[src/rtl/uart_rx.sv]
// uart_rx: oversampling UART receiver with optional parity and error pulses
// Build option: define UART_RX_MAJORITY_EN for 2-of-3 majority bit sampling.
// Ports:
//   CLK        rising-edge receiver clock
//   RST        asynchronous active-low reset
//   RX_IN      serial line, idle high, asynchronous to CLK
//   PRESCALE   CLK cycles per bit (8, 16 or 32), latched at frame start
//   PAR_EN     frame carries a parity bit, latched at frame start
//   PAR_TYP    0 even / 1 odd parity, latched at frame start
//   P_DATA     last good received word
//   DATA_VALID one-cycle pulse when P_DATA is updated
//   PAR_ERR    one-cycle pulse on parity mismatch
//   STP_ERR    one-cycle pulse on a low stop bit
module uart_rx #(
  parameter int DATA_WIDTH = 8
) (
  input  logic                  CLK,
  input  logic                  RST,
  input  logic                  RX_IN,
  input  logic [5:0]            PRESCALE,
  input  logic                  PAR_EN,
  input  logic                  PAR_TYP,
  output logic [DATA_WIDTH-1:0] P_DATA,
  output logic                  DATA_VALID,
  output logic                  PAR_ERR,
  output logic                  STP_ERR
);
  typedef enum logic [2:0] {IDLE, START, DATA, PARITY, STOP} state_t;
  localparam int BW = $clog2(DATA_WIDTH + 1);
  state_t                state;
  logic                  s1, line;
  logic [5:0]            cnt, pre, mid;
  logic [BW-1:0]         bcnt;
  logic                  par_en_q, par_typ_q, par_bad;
  logic [DATA_WIDTH-1:0] sreg;
  logic                  samp_pt, bit_v, bit_end;
  assign mid = {1'b0, pre[5:1]};
  assign bit_end = cnt == pre - 6'd1;
  // The edge counter names the value cnt takes at an edge, so the sample
  // "at count X" happens on the edge where cnt moves from X-1 to X.
`ifdef UART_RX_MAJORITY_EN
  logic m0, m1;
  always_ff @(posedge CLK or negedge RST)
    if (!RST) {m0, m1} <= 2'b11;
    else begin
      if (cnt == mid - 6'd2) m0 <= line;
      if (cnt == mid - 6'd1) m1 <= line;
    end
  assign samp_pt = cnt == mid;
  assign bit_v = (m0 & m1) | (m0 & line) | (m1 & line);
`else
  assign samp_pt = cnt == mid - 6'd1;
  assign bit_v = line;
`endif
  always_ff @(posedge CLK or negedge RST)
    if (!RST) {s1, line} <= 2'b11;
    else {s1, line} <= {RX_IN, s1};
  always_ff @(posedge CLK or negedge RST)
    if (!RST) begin
      state      <= IDLE;
      cnt        <= '0;
      bcnt       <= '0;
      pre        <= '0;
      par_en_q   <= 1'b0;
      par_typ_q  <= 1'b0;
      par_bad    <= 1'b0;
      sreg       <= '0;
      P_DATA     <= '0;
      DATA_VALID <= 1'b0;
      PAR_ERR    <= 1'b0;
      STP_ERR    <= 1'b0;
    end else begin
      DATA_VALID <= 1'b0;
      PAR_ERR    <= 1'b0;
      STP_ERR    <= 1'b0;
      cnt        <= (state == IDLE || bit_end) ? 6'd0 : cnt + 6'd1;
      case (state)
        IDLE:
          if (!line) begin
            state     <= START;
            pre       <= PRESCALE;
            par_en_q  <= PAR_EN;
            par_typ_q <= PAR_TYP;
            bcnt      <= '0;
            par_bad   <= 1'b0;
          end
        START:
          if (samp_pt && bit_v) state <= IDLE;
          else if (bit_end) state <= DATA;
        DATA: begin
          if (samp_pt) begin
            sreg <= {bit_v, sreg[DATA_WIDTH-1:1]};
            bcnt <= BW'(bcnt + 1);
          end
          if (bit_end && bcnt == BW'(DATA_WIDTH)) state <= par_en_q ? PARITY : STOP;
        end
        PARITY: begin
          if (samp_pt) par_bad <= bit_v != (^sreg ^ par_typ_q);
          if (bit_end) state <= STOP;
        end
        STOP:
          // Leaving at the sample point, not the bit end, lets a start bit
          // that follows the stop bit directly be seen in IDLE.
          if (samp_pt) begin
            state   <= IDLE;
            STP_ERR <= !bit_v;
            PAR_ERR <= par_bad;
            if (bit_v && !par_bad) begin
              P_DATA     <= sreg;
              DATA_VALID <= 1'b1;
            end
          end
        default: state <= IDLE;
      endcase
    end
endmodule

[config.mk]
export PLATFORM = sky130hd
export DESIGN_NAME = uart_rx
export DESIGN_NICKNAME = d
export VERILOG_FILES = /design/src/rtl/uart_rx.sv
export SDC_FILE = /design/constraint.sdc
export NUM_CORES = 1
export LEC_CHECK = 0
export BUFFER_PORTS_ARGS = -buffer_cell sky130_fd_sc_hd__buf_2
export CAP_MARGIN = 10
export CORE_MARGIN = 4
export CORE_UTILIZATION = 50
export DETAILED_ROUTE_END_ITERATION = 10
export PLACE_DENSITY = 0.7
export RECOVER_POWER = 50
export REMOVE_ABC_BUFFERS = 1
export SLEW_MARGIN = 20
export SYNTH_ARGS = -nofsm -noshare
export SYNTH_HDL_FRONTEND = slang
export SYNTH_SLANG_ARGS = --single-unit
[constraint.sdc]
create_clock -name CLK -period 2.2 [get_ports CLK]
set_input_delay 0.33 -clock CLK [delete_from_list [all_inputs] [get_ports CLK]]
set_output_delay 0.33 -clock CLK [all_outputs]
set_load 0.01 [all_outputs]
# [Word level (Yosys, flattened, before mapping)]
# Index checks and enable logic that the tools add are counted.
[totals] in_bits=11 ff_bits=43 elab_cells=73 output_inout_bits=11
[op_classes] n_eq_ne=15 reduce_logical=16 mux=22 addsub=4 bitwise_logic=2
[ops] cell="$mux 3" count=7
[ops] cell="$pmux 3 s5" count=1
[ops] cell="$eq 6x6->1" count=2
[ops] cell="$ne 2x2->1 const B" count=6
[ops] cell="$mux 1" count=9
[ops] cell="$reduce_and 3->1" count=3
[ops] cell="$mux 4" count=2
[ops] cell="$pmux 4 s2" count=1
[ops] cell="$reduce_xor 8->1" count=1
[ops] cell="$add 6x1->6 const B" count=1
[ops] cell="$eq 3x2->1 const B" count=2
[ops] cell="$mux 6" count=1
[ops] cell="$sub 5x1->6 const B" count=1
[ops] cell="$sub 6x1->6 const B" count=1
[ops] cell="$reduce_and 5->1" count=1
[ops] cell="$add 4x1->4 const B" count=1
[ops] cell="$eq 4x4->1 const B" count=1
[ops] cell="$reduce_and 2->1" count=2
[ops] cell="$reduce_bool 2->1" count=2
[ops] cell="$eq 3x1->1 const B" count=1
[ops] cell="$eq 3x3->1 const B" count=1
[ops] cell="$logic_and 1x1->1" count=3
[ops] cell="$logic_not 3->1" count=1
[ops] cell="$ne 3x3->1 const B" count=1
[ops] cell="6 further kinds" count=7

# [Depth between registers and ports, before layout]
# Gate-level depths: netlist of the first run.
[logic_depth] word_depth=5 ltp_mapped=9 mapped_depth_nobuf=8

# [Worst setup path after synthesis of the first run]
# Ideal clock, no wire load.
[synth_timing] kind="register to register" from="register pre[1]" to="register state[0]" synth_period_minus_slack_ns=2.290 slack_ns=-0.090 arrival_ns=2.162 path_stages_with_launch=9 required_time_ns=2.072 path_buffers=0 setup_time_ns=0.128 path_cell_list="dfrtp_1 inv_1 ha_1 nor2b_1 or3_1 a31oi_1 nand2_1 o211ai_1 mux2_1"
[synth_via] elab_chain_cells=5 elab_cells_between_ends=13 classes_between="add/sub: 2; eq/ne: 6; mux: 2; reduce/logical: 3"
[synth_lines] item="start, declared" line="32" source="logic [5:0] cnt, pre, mid;"
[synth_lines] item="start signal, assigned" line="63" source="pre <= '0;"
[synth_lines] item="start signal, assigned" line="81" source="pre <= PRESCALE;"
[synth_lines] item="$sub 6x1->6 / $sub 5x1->6 (equally long branches)" line="38, 52"
[synth_lines] item="$eq 6x6->1, on equally long branches" line="38, 52"
[synth_lines] item="$logic_and 1x1->1, on equally long branches" line="95, 88"
[synth_lines] item="$ne 2x2->1 (no line) (tied with other cells)"
[synth_lines] item="$reduce_and 5->1 (no line) / $pmux 3 s5 (equally long branches)"
[synth_lines] item="end signal, assigned" line="95" source="if (bit_end && bcnt == BW'(DATA_WIDTH)) state <= par_en_q ? PARITY : STOP;"
[synth_lines] item="end, declared" line="30" source="state_t state;"
# Parallel ways exist; a longest one is shown, timed or not.
# A chain may end at the register's enable or synchronous reset.

# [Worst setup path in the final report of the first run]
[layout_timing] from="register pre[1]" to="register P_DATA[5]"
[layout_via] elab_chain_cells=3
[layout_lines] item="$sub 5x1->6" line="52" source="assign samp_pt = cnt == mid - 6'd1;"
[layout_lines] item="$eq 6x6->1" line="52"
[layout_lines] item="$reduce_and 3->1 (no line)"
[layout_lines] item="end signal, assigned" line="109" source="P_DATA <= sreg;"
[layout_lines] item="end, declared" line="23" source="output logic [DATA_WIDTH-1:0] P_DATA,"
# No other way between the ends.

==> results of run 1 <==
## per-layer routing
layer	track usage	routed length, um	vias to the layer above
met5	0	0	-
met4	0.0583	56	0
met3	0.0454	189	6
met2	0.287	2260	29
met1	0.235	2160	783
li1	-	-	792
## worst register-to-register path, cell delays in order (launching register included)
cell and delay (ns):
dfrtp_1 0.41, or4_4 0.54, o21ai_2 0.14, nor4b_4 0.33, and2_4 0.22, nand3_4 0.17
mux2_4 0.36
## area by class of cell
class / count / share of cell area
Timing Repair Buffer: 43 / 0.0983
Multi-Input combinational cell: 148 / 0.436
Inverter: 10 / 0.0135
Clock buffer: 5 / 0.0248
Clock inverter: 3 / 0.0158
Tap cell: 52 / 0.0234
Sequential cell: 43 / 0.389
## how the worst max path moves through the flow
stage                                   from               endpoint  slack (ns)  depth (start not counted)
after floorplan           pre[1]$_DFFE_PN0P_    bcnt[3]$_DFFE_PN0P_       -0.13                          8
after global placement    pre[1]$_DFFE_PN0P_  P_DATA[6]$_DFFE_PN0P_       -0.04                          9
after detailed placement  pre[2]$_DFFE_PN0P_  P_DATA[5]$_DFFE_PN0P_       -0.10                          6
after CTS                 pre[4]$_DFFE_PN0P_  P_DATA[5]$_DFFE_PN0P_        -0.1                          6
after global routing      pre[2]$_DFFE_PN0P_   state[0]$_DFFE_PN0P_       -0.18                          8
final                     pre[1]$_DFFE_PN0P_  P_DATA[5]$_DFFE_PN0P_       -0.09                          6
## through the flow
stage               hold WS [ns]  setup TNS, ns  instances  setup WS, ns
global placement           0.346         -0.341        291       -0.0410
finish                     0.130         -0.606        304       -0.0868
global route               0.119          -2.22        304        -0.177
detailed placement         0.347          -1.04        291        -0.102
floorplan                 0.0344          -1.01        201        -0.135
CTS                       0.0704         -0.733        304       -0.0996
## power groups by stage
stage / clock (mW) / sequential [mW] / combinational (mW)
6_report: 0.627 / 1.17 / 1.67
5_1_grt: 0.672 / 1.20 / 1.84
4_1_cts: 0.634 / 1.15 / 1.54
3_5_place_dp: 0 / 1.16 / 1.41
3_3_place_gp: 0 / 1.16 / 1.38
2_1_floorplan: 0 / 1.13 / 0.952
## logic make-up (layout without fill, tap and decap cells)
| logic type | after synthesis | after routing |
|---|---|---|
| DFF | 43 | 43 |
| adders and majority gates | 6 | 6 |
| xor gates and xnor gates | 27 | 27 |
| buffers and inverters | 19 | 61 |
| muxes | 19 | 19 |
| and+or+nand+nor | 72 | 72 |
| AOI/OAI and AO/OA | 24 | 24 |
## cells in the final DEF (no fill, tap or decap), types with 6 or more instances in the layout
cell | Yosys | final
xnor2_1 | 16 | 16
nor2_1 | 14 | 14
nand3_1 | 6 | 6
buf_2 | 2 | 20
dfrtp_1 | 41 | 41
inv_1 | 10 | 8
o21ai_0 | 7 | 6
mux2_4 | 8 | 14
nand2_1 | 25 | 24
xor2_1 | 11 | 10
buf_4 | 0 | 17
## flip-flops by register name (all words and copies together), names as in the netlist
register    count
DATA_VALID      1
PAR_ERR         1
P_DATA          8
STP_ERR         1
bcnt            4
bit_v           1
cnt             6
par_bad         1
par_en_q        1
par_typ_q       1
pre             6
s1              1
sreg            8
state           3
## what timing repair did
item                       4_1_cts  5_1_grt
setup buffers                    5        2
setup endpoints to repair       19       25
pin swaps                        7       11
resized for setup                8       19
cloned                           0        0
==> flow_metrics.py, run 1 <==
metrics = {
    "outcome": {
        "status": "finished, violations left",
        "violations": "capacitance limit, setup timing",
    },
    "layout": {
        "area_growth_pct": 22.6,
        "fin_area_mm2": 0.00278,
        "fin_nets": 268,
        "utilization": 0.637,
        "ff_latch_area_mm2": 0.00108,
        "drive_gt1_frac": 0.345,
        "multiInputGateArea_mm2": 0.00121,
        "n_fill_cell": 349,
        "n_antenna_cell": 0,
    },
    "synth": {
        "avgSynthCellArea_um2": 10.8,
        "synth_top_area_frac": 0.453,
        "syn-instance-count": 210,
        "synth_mux_area_frac": 0.107,
        "synth_top_area_cell": "dfrtp_1",
        "synth_area_leaders": "dfrtp_1 (45%), xnor2_1 (6.2%), mux2_4 (5.3%)",
        "synth_edf_count": 0,
        "yosys.area_share.adder": 0.0332,
        "synthArstFlopShare": 1.00,
        "synth_seq_area_share": 0.477,
        "ys_warn_count": 0,
        "synth_compound_area_frac": 0.0719,
        "synth_top_family_by_area": "simple AND/OR/NAND/NOR gates",
        "synth_commonest_cells": "dfrtp_1 (41), nand2_1 (25), xnor2_1 (16)",
        "synth_flop_cell": "dfrtp_1",
        "synth-seq-cells": 43,
        "synth_cell_types": 45,
        "yosys.area_share.simple": 0.171,
        "synth.most_common_cell": "dfrtp_1",
        "synthXorXnorAreaFrac": 0.104,
        "syn_area_mm2": 0.00226,
    },
    "worst_setup_path": {
        "path_cells": "or4_4 -> o21ai_2 -> nor4b_4 -> and2_4 -> nand3_4 -> mux2_4",
        "cpPeakStageDelay_ns": 0.54,
        "rrSetupSlack_ns": -0.09,
        "rr_worst_depth": 6,
        "cp.required_ns": 2.38,
        "reg2reg_from": "pre[1]$_DFFE_PN0P_",
        "path_buf_inv": 0,
        "r2r_end": "P_DATA[5]$_DFFE_PN0P_",
        "cp.arrival_ns": 2.47,
        "path_max_fanout": 8,
        "start_kind": "flip-flop",
        "crit_family": "simple AND/OR/NAND/NOR gates",
        "critPathCaptureType": "flip-flop",
        "critPathSlowestCell": "or4_4",
        "path_class": "flip-flop to flip-flop",
    },
    "placed_design": {
        "dp.final_hpwl_um": 3150,
        "io_buffer_count": 21,
        "place_area_mm2": 0.00252,
        "globalplace.congestion": 0.831,
    },
    "floorplanning": {
        "rows": 24,
        "initial_core_util": 0.520,
        "die-height_um": 75.3,
        "die_w_um": 75.3,
        "core_mm2": 0.00435,
        "dieArea_mm2": 0.00567,
        "ios": 22,
    },
    "route": {
        "drc_errors": 0,
        "via_count": 1610,
        "drtAntennaViolNets": 0,
        "first_pass_iters": 4,
        "wirelength_um": 4670,
        "first_iter_violations": 69,
        "avgViaCountPerCell": 5.30,
        "routedWlPerCell_um": 15.4,
    },
    "cts": {
        "cts_max_level": 2,
        "cts_sinks": 43,
        "clk_pin_slew_worst_paths_ns": 0.08,
        "cts_tree": "yes",
        "numCtsBuffers": 5,
        "cts_buffer_depth": 2,
        "cts_hold_buf": 0,
        "clock_latency_ns": 0.30,
        "cts_root_buf": "clkbuf_8",
    },
    "sta": {
        "worstMarginPinSlew_ns": 1.49,
        "timing.final.crit_share": 1.04,
        "maxSlewViolCount": 0,
        "relSlewSlack": 0.00512,
        "hold_violations": 0,
        "setup_ws_ns": -0.0868,
        "fin_crit_ns": 2.29,
        "rsz0062_at_grt": "true",
        "setup_viol": 10,
        "skew_ns": 0.00654,
        "max_freq_mhz": 437,
    },
    "pwr": {
        "powerDensity_mw_per_mm2": 1250,
        "netSwitchingPower_mw": 1.34,
        "p_comb_frac": 0.483,
        "sw_frac_of_total": 0.385,
        "seqPwrFrac": 0.337,
        "p_leak_nw": 1.36,
        "p_int_mw": 2.13,
        "ir_drop_mv": 0.662,
        "power_frac_clock": 0.181,
        "p_total_mw": 3.47,
    },
    "worst_hold_path": {
        "holdCritPathClass": "input port to flip-flop",
        "hp-start": "RX_IN",
        "worstHoldEndpoint": "s1$_DFF_PN1_",
        "hold-path-cell-count": 1,
    },
    "global_route": {
        "grt_first_pass_wirelength_um": 7510,
        "grt_pass1_vias": 1582,
        "track_usage": 0.178,
        "grt_overflow_total": 0,
        "grt_max_degree": 29,
        "antenna_found_initial": 0,
    },
    "flow_run": {
        "drv_cap": 1,
    },
}
Note: power is estimated with default switching activity, not from simulation.
==> run 2, diff against run 1 <==
--- a/config.mk
+++ b/config.mk
@@ -7,10 +7,10 @@
 export LEC_CHECK = 0
 export BUFFER_PORTS_ARGS = -buffer_cell sky130_fd_sc_hd__buf_2
 export CAP_MARGIN = 10
-export CORE_MARGIN = 4
 export CORE_UTILIZATION = 50
+export CTS_BUF_LIST = sky130_fd_sc_hd__clkbuf_8
 export DETAILED_ROUTE_END_ITERATION = 10
-export PLACE_DENSITY = 0.7
+export PLACE_DENSITY = 0.77
 export RECOVER_POWER = 50
 export REMOVE_ABC_BUFFERS = 1
 export SLEW_MARGIN = 20
==> flow_metrics.py, run 2 (synthesized netlist as in run 1, its figures left out) <==
metrics = {
    "pwr": {
        "powerDensity_mw_per_mm2": 1220,
        "p_leak_nw": 1.34,
        "ir_drop_mv": 0.716,
    },
    "sta": {
        "max_freq_mhz": 445,
        "hold_violations": 0,
        "fin_crit_ns": 2.25,
        "skew_ns": 0.00616,
        "worstMarginPinSlew_ns": 1.17,
        "rsz0062_at_grt": "true",
        "maxSlewViolCount": 0,
        "setup_ws_ns": -0.0464,
        "totalNegativeSetupSlack_ns": -0.361,
        "timing.final.crit_share": 1.02,
        "setup_viol": 12,
        "relSlewSlack": 0.223,
    },
    "worst_setup_path": {
        "path_buf_inv": 3,
        "path_class": "flip-flop to flip-flop",
        "cpPeakStageDelay_ns": 0.42,
        "path_cells": "inv_2 -> ha_4 -> buf_6 -> nor2b_2 -> or3_1 -> a31oi_1 -> buf_4 -> nand2_1 -> o211ai_1 -> mux2_1",
        "critPathCaptureType": "flip-flop",
        "cp.required_ns": 2.38,
        "start_kind": "flip-flop",
        "path_max_fanout": 4,
        "critPathSlowestCell": "dfrtp_1",
        "crit_family": "flip-flops",
        "cp.arrival_ns": 2.43,
    },
    "global_route": {
        "use_met3": 0.0407,
        "use_met1": 0.275,
        "globalRouteMet2Util": 0.307,
        "grt_first_pass_wirelength_um": 7470,
        "grt_pass1_vias": 1558,
        "grt_overflow_total": 0,
        "antenna_found_initial": 0,
        "grt_max_degree": 23,
        "track_usage": 0.197,
        "grt-busiest-layer": "met2",
    },
    "flow_run": {
        "drv_cap": 0,
    },
    "outcome": {
        "status": "finished, violations left",
        "violations": "setup timing",
    },
    "route": {
        "drtAntennaViolNets": 0,
        "drc_errors": 0,
        "first_iter_violations": 100,
        "wirelength_um": 4440,
        "via_count": 1631,
        "avgViaCountPerCell": 5.31,
        "first_pass_iters": 4,
        "routedWlPerCell_um": 14.5,
    },
    "placed_design": {
        "globalplace.congestion": 0.848,
        "placed_cells": 295,
        "dp_slack_ns": -0.0702,
        "io_buffer_count": 21,
        "place_area_mm2": 0.00255,
        "dp.final_hpwl_um": 3140,
    },
    "cts": {
        "cts_max_level": 2,
        "cts_sinks": 43,
        "cts_buffer_depth": 2,
        "cts_root_buf": "clkbuf_8",
        "cts_tree": "yes",
        "clock_latency_ns": 0.29,
        "numCtsBuffers": 5,
        "clk_pin_slew_worst_paths_ns": 0.08,
    },
    "worst_hold_path": {
        "holdCritPathClass": "input port to flip-flop",
    },
    "layout": {
        "fin_nets": 271,
        "reg.largest.list": "P_DATA: 8 flops, sreg: 8 flops",
        "mostFrequentLayoutCells": "dfrtp_1 (41), nand2_1 (25), buf_2 (20), buf_4 (20), xnor2_1 (16)",
        "final_common_cell": "dfrtp_1",
        "fin_area_mm2": 0.00273,
        "n_antenna_cell": 0,
        "area_growth_pct": 20.5,
        "drive_gt1_frac": 0.314,
        "n_fill_cell": 326,
        "fin_cells": 307,
        "utilization": 0.626,
    },
    "floorplanning": {
        "die_w_um": 69.3,
        "die-height_um": 69.3,
        "core_mm2": 0.00435,
        "rows": 24,
        "initial_core_util": 0.520,
        "ios": 22,
        "dieArea_mm2": 0.00480,
    },
}
[run 2: cell types whose count changed in the layout (fill, tap and decap cells not counted), moves of 2 or more]
cell | previous run | this run
o21ai_1 | 2 | 5
buf_4 | 17 | 20
o21ai_0 | 6 | 4
mux2_1 | 1 | 7
mux2_4 | 14 | 8
[run 2: timing repair]
action | 4_1_cts | 5_1_grt
endpoints found under the setup margin | 11 | 23
gates cloned | 0 | 0
hold buffers | 0 | 0
setup buffers | 2 | 2
pin swaps | 5 | 4
gates resized for setup | 9 | 10
[run 2: power by group]
group	internal, mW	leakage, nW	switching (mW)
Combinational	0.873	0.720	0.809
Clock	0.217	0.0453	0.268
Sequential	0.948	0.573	0.217
Total	2.04	1.34	1.29
[run 2: area by class of cell]
type                            count  area [um^2]  share of cell area
Multi-Input combinational cell    148         1160               0.427
Sequential cell                    43         1080               0.396
Timing Repair Buffer               46          295               0.108
Clock buffer                        5         68.8              0.0252
Tap cell                           52         65.1              0.0239
Inverter                           10         37.5              0.0138
Clock inverter                      3         16.3             0.00597
[run 2: stage by stage]
stage | hold slack, ns | power [mW]
after floorplan | 0.0344 | 2.09
after global placement | 0.326 | 2.57
after detailed placement | 0.325 | 2.60
after CTS | 0.0102 | 3.18
after global routing | 0.116 | 3.57
final | 0.134 | 3.33
[run 2: path summary, 6_finish.rpt]
path / startpoint / to / slack (ns) / cells after the start
worst max-delay path: pre[2]$_DFFE_PN0P_ / state[0]$_DFFE_PN0P_ / -0.05 / 10
worst min-delay path: RX_IN / s1$_DFF_PN1_ / 0.13 / 1
worst max register to register: pre[2]$_DFFE_PN0P_ / state[0]$_DFFE_PN0P_ / -0.05 / 10
worst min register to register: s1$_DFF_PN1_ / bit_v$_DFF_PN1_ / 0.36 / 0
max in group asynchronous: RST / par_typ_q$_DFFE_PN0P_ / 0.84 / 2
min in group asynchronous: RST / bcnt[2]$_DFFE_PN0P_ / 0.25 / 1
[run 2: worst register-to-register path, stage by stage, from the launching register on]
cell      delay [ns]
dfrtp_1         0.42
inv_2           0.13
ha_4            0.16
buf_6           0.10
nor2b_2         0.04
or3_1           0.30
a31oi_1         0.15
buf_4           0.16
nand2_1         0.08
o211ai_1        0.26
mux2_1          0.35
[run 2: per-layer routing]
metal / up-vias / part of all wire
met4: 0 / 0.0079
met5: - / 0
met1: 798 / 0.47
met2: 26 / 0.50
met3: 2 / 0.025
li1: 805 / -
